### src/rtl/bcd_to_binary_seq.sv
// Digit-serial packed-BCD to unsigned binary converter, MSD first, one digit per cycle.
// Optional invalid-digit detection is enabled by defining BCD_TO_BIN_DIGIT_CHECK_EN.
module bcd_to_binary_seq #(
  parameter int NUM_DIGITS = 2,
  parameter int BIN_W      = 7
) (
  input  logic                    clk,
  input  logic                    rst_n,
  input  logic                    in_val,
  output logic                    in_rdy,
  input  logic [4*NUM_DIGITS-1:0] in_bcd,
  output logic                    out_val,
  input  logic                    out_rdy,
  output logic [BIN_W-1:0]        out_bin,
  output logic                    out_err,
  output logic [1:0]              dbg_state
);

  localparam int SR_W  = 4 * NUM_DIGITS;
  localparam int CNT_W = (NUM_DIGITS > 1) ? $clog2(NUM_DIGITS) : 1;
  localparam logic [CNT_W-1:0] CNT_LAST = CNT_W'(NUM_DIGITS - 1);

  // Handshakes: a transfer happens at a rising edge where val and rdy are both 1.
  // The producer holds data steady while val=1 and rdy=0; val never waits on rdy.
  typedef enum logic [1:0] {
    IDLE = 2'd0,
    CONV = 2'd1,
    DONE = 2'd2
  } state_t;

  state_t r_state;
  state_t w_next;

  logic [SR_W-1:0]  r_sr;
  logic [BIN_W-1:0] r_acc;
  logic [CNT_W-1:0] r_cnt;

  logic [3:0]       w_top;
  logic [BIN_W-1:0] w_acc_next;
  logic             w_accept;
  logic             w_last;

  assign w_top      = r_sr[SR_W-1 -: 4];
  assign w_acc_next = (r_acc << 3) + (r_acc << 1) + BIN_W'(w_top);
  assign w_accept   = in_val && (r_state == IDLE);
  assign w_last     = (r_cnt == CNT_LAST);
  assign dbg_state  = r_state;

  always_ff @(posedge clk) begin
    if (!rst_n) begin
      r_state <= IDLE;
    end else begin
      r_state <= w_next;
    end
  end

  always_comb begin
    w_next  = r_state;
    in_rdy  = 1'b0;
    out_val = 1'b0;
    case (r_state)
      IDLE: begin
        in_rdy = 1'b1;
        if (in_val) w_next = CONV;
      end
      CONV: begin
        if (w_last) w_next = DONE;
      end
      DONE: begin
        out_val = 1'b1;
        if (out_rdy) w_next = IDLE;
      end
      default: w_next = IDLE;
    endcase
  end

  always_ff @(posedge clk) begin
    if (!rst_n) begin
      r_sr  <= '0;
      r_acc <= '0;
      r_cnt <= '0;
    end else if (w_accept) begin
      r_sr  <= in_bcd;
      r_acc <= '0;
      r_cnt <= '0;
    end else if (r_state == CONV) begin
      r_sr  <= r_sr << 4;
      r_acc <= w_acc_next;
      r_cnt <= r_cnt + 1'b1;
    end
  end

`ifdef BCD_TO_BIN_DIGIT_CHECK_EN
  // Sticky over the whole conversion; a fresh accept starts clean.
  logic r_err;

  always_ff @(posedge clk) begin
    if (!rst_n) begin
      r_err <= 1'b0;
    end else if (w_accept) begin
      r_err <= 1'b0;
    end else if ((r_state == CONV) && (w_top > 4'd9)) begin
      r_err <= 1'b1;
    end
  end

  assign out_err = (r_state == DONE) && r_err;
  assign out_bin = ((r_state == DONE) && !r_err) ? r_acc : '0;
`else
  assign out_err = 1'b0;
  assign out_bin = (r_state == DONE) ? r_acc : '0;
`endif

endmodule

### config.mk
export PLATFORM = sky130hd
export DESIGN_NAME = bcd_to_binary_seq
export DESIGN_NICKNAME = d
export VERILOG_FILES = /design/src/rtl/bcd_to_binary_seq.sv
export SDC_FILE = /design/constraint.sdc
export NUM_CORES = 1
export LEC_CHECK = 0
export ABC_AREA = 1
export ABC_CLOCK_PERIOD_IN_PS = 2400
export BUFFER_PORTS_ARGS = -buffer_cell sky130_fd_sc_hd__buf_4
export CAP_MARGIN = 15
export CORE_MARGIN = 4
export CORE_UTILIZATION = 52
export CTS_CLUSTER_DIAMETER = 30
export DETAILED_ROUTE_END_ITERATION = 6
export PLACE_DENSITY = 0.78
export SLEW_MARGIN = 25
export SYNTH_ARGS = -nofsm -noshare
export SYNTH_HDL_FRONTEND = slang
export SYNTH_SLANG_ARGS = --single-unit
### constraint.sdc
create_clock -name clk -period 2.4 [get_ports clk]
set_input_delay 0.36 -clock clk [delete_from_list [all_inputs] [get_ports clk]]
set_output_delay 0.36 -clock clk [all_outputs]
set_load 0.02 [all_outputs]
==> implementation parameters <==
Parameter                              Value

Outcome
  Run status ... finished clean

Logic synthesis
  Synth unique cells ... 24
  Post-synthesis sequential area ratio ... 35.0%
  Post-Syn Instances ... 140
  Post-synthesis cell area ... 1030 um^2
  Avg Inst Size Synth ... 7.36 um^2
  Number of storage elements in the synthesis netlist ... 18
  Syn_nets ... 162
  Synthesis Warnings ... 0

Layout
  Most common cell after layout, fill and taps aside ... nand2_1
  Final net count ... 187
  Number of cells in the finished layout apart from fillers ... 188
  Layout cells sized above 1 ... 21.5%
  Number of antenna cells inserted ... 0
  Area growth, synth to finish ... 19.4%
  Number of filler cells placed in the layout ... 170
  Top library cells by usage in the layout, fill and taps aside ... nand2_1 (43), buf_4 (22), inv_1 (19), dfxtp_1 (18), a21oi_1 (14)

Setup path
  Highest net fanout along the worst path ... 3
  Startpoint types ... flip-flop
  Sort of element at the end of the critical path ... flip-flop
  CP arrival ... 2.21 ns
  Reg2Reg Setup Slack ... 0.38 ns
  Critical Setup Path Class ... flip-flop to flip-flop
  Required time at the worst-slack endpoint ... 2.60 ns

Die
  Initial Utilization ... 57.2%
  Die X-Extent ... 52.5 um
  DIE AREA ... 2760 um^2
  Boundary Pins ... 24
  Die outline height ... 52.5 um
  Core area ... 1800 um^2
  # rows ... 15

Drt
  Detailed-router iteration count before antenna repair ... 3
  Via density ... 4.80
  DRC violation total after the first TritonRoute iteration ... 11
  Final Routed Wirelength ... 1900 um
  ANT nets after route ... 0
  Routed length per instance ... 10.1 um
  Total number of vias ... 903
  Residual DRC ... 0

GRT
  Wire length of the first global-routing pass ... 3350 um
  All-layer global routing usage ... 16.5%
  Overflow left after global routing ... 0
  Maximum number of pins on one net before global-route repair ... 15
  Initial antenna violation count ... 0
  Number of global-route vias before repair ... 838

Clock tree
  Number of buffers inserted by hold repair at cts ... 0
  Quantity of gates resized following cts ... 0
  Clock transition at path regs ... 0.09 ns
  H-tree levels ... 1
  Setup Buffers After CTS ... 0
  Worst-skew pair later-pin latency ... 0.29 ns
  CTS buffer count ... 3
  Longest Clk Path Bufs ... 2
  Sinks on the clock net ... 18
  CTS root buf ... clkbuf_4
  Clock tree from TritonCTS ... yes

Timing
  Max-slew violation count ... 0
  Final hold viol count ... 0
  Unrepaired setup endpoints after global routing ... false
  Period Utilization, post-route ... 84.0%
  Minimum clock period after layout ... 2.02 ns
  Max frequency ... 0.496 GHz
  Max Clock Skew ... 0.00322 ns
  Count of final setup violators ... 0
  Final sum of negative setup slack ... 0 ns
  Worst-case hold slack ... 0.319 ns

Placement
  Count of input and output buffers ... 22
  Placed wire-length estimate after detailed placement ... 1530 um
  Routability-driven placement congestion ratio ... 0.813
  Post-Place Cells ... 185

Pwr
  Worst IR Drop VDD ... 0.449 mV
  Areal power density over the cells ... 479 nW/um^2
  Static leakage ... 0.574 nW

Run
  Maximum Capacitance Violations ... 0

Min path
  Hold/Removal Path Class ... input port to flip-flop
[per-stage QoR]
| stage | power [mW] | setup slack [ns] | area [um^2] | utilization, % |
|---|---|---|---|---|
| after floorplan | 0.420 | 0.479 | 1030 | - |
| after global placement | 0.452 | 0.409 | 1210 | 67.1 |
| after detailed placement | 0.454 | 0.379 | 1210 | 67.1 |
| after CTS | 0.601 | 0.369 | 1230 | 68.3 |
| after global routing | 0.637 | 0.181 | 1230 | 68.3 |
| final | 0.590 | 0.384 | 1230 | 68.3 |
[area by class of cell]
class | count | area (um^2) | share of cell area (%)
repair buffers | 22 | 165 | 13.4
multi-input cells | 98 | 562 | 45.6
clock buffers | 3 | 22.5 | 1.83
well taps | 25 | 31.3 | 2.54
flip-flops and latches | 18 | 360 | 29.3
inverters | 22 | 90.1 | 7.32
[final timing paths]
check	depth (start not counted)	startpoint	end
hold reg to reg	2	r_sr[1]	r_sr[1]
hold / removal	3	in_bcd[1]	r_sr[1]
setup reg to reg	12	r_acc[0]	r_acc[6]
setup / recovery	12	r_acc[0]	r_acc[6]
[Yosys cell counts, drive strengths merged]
cell type / n / area, um^2
a211oi: 1 / 12.5
a21oi: 14 / 70.1
a31oi: 4 / 25.0
buf: 2 / 18.8
clkinv: 1 / 3.75
conb: 1 / 3.75
dfxtp: 18 / 360
fa: 2 / 40.0
ha: 8 / 100
inv: 21 / 86.3
nand2: 46 / 190
nand3: 4 / 20.0
nor2: 14 / 73.8
o21ai: 1 / 5.00
or2: 2 / 12.5
xnor2: 1 / 8.76
[state kept, by name, summed over array words and instances (netlist names)]
signal	cells
dbg_state	2
r_acc	7
r_cnt	1
r_sr	8
[worst max-delay path: stages, from the launching register on]
cell and delay, ns:
dfxtp_1 0.36, inv_1 0.08, fa_1 0.49, inv_1 0.06, fa_1 0.45, inv_1 0.07
nor2_1 0.04, nor2_1 0.11, inv_1 0.05, nand2_1 0.06, nand3_1 0.06, nand2_1 0.06
inv_1 0.03
[cell families after synthesis]
logic type                 synth area share (%)
and+or+nand+nor                            28.8
buffers and inverters                      10.6
AOI/OAI and AO/OA                          10.9
DFF                                        35.0
adders and majority gates                  13.6
xor gates and xnor gates                  0.850
other                                     0.364
[layer usage]
layer	share of wire [%]	vias to the layer above	global-route usage [%]
li1	-	484	-
met1	43	400	17.5
met2	51	15	30.6
met3	4.4	4	3.42
met4	1.7	0	7.66
met5	0	-	0
[power by group]
group          internal [mW]  total (mW)  switching (mW)
Combinational         0.0475       0.119          0.0713
Sequential             0.315       0.327          0.0117
Clock                 0.0583       0.144          0.0859
No activity file was read; power rests on OpenSTA's default activity.
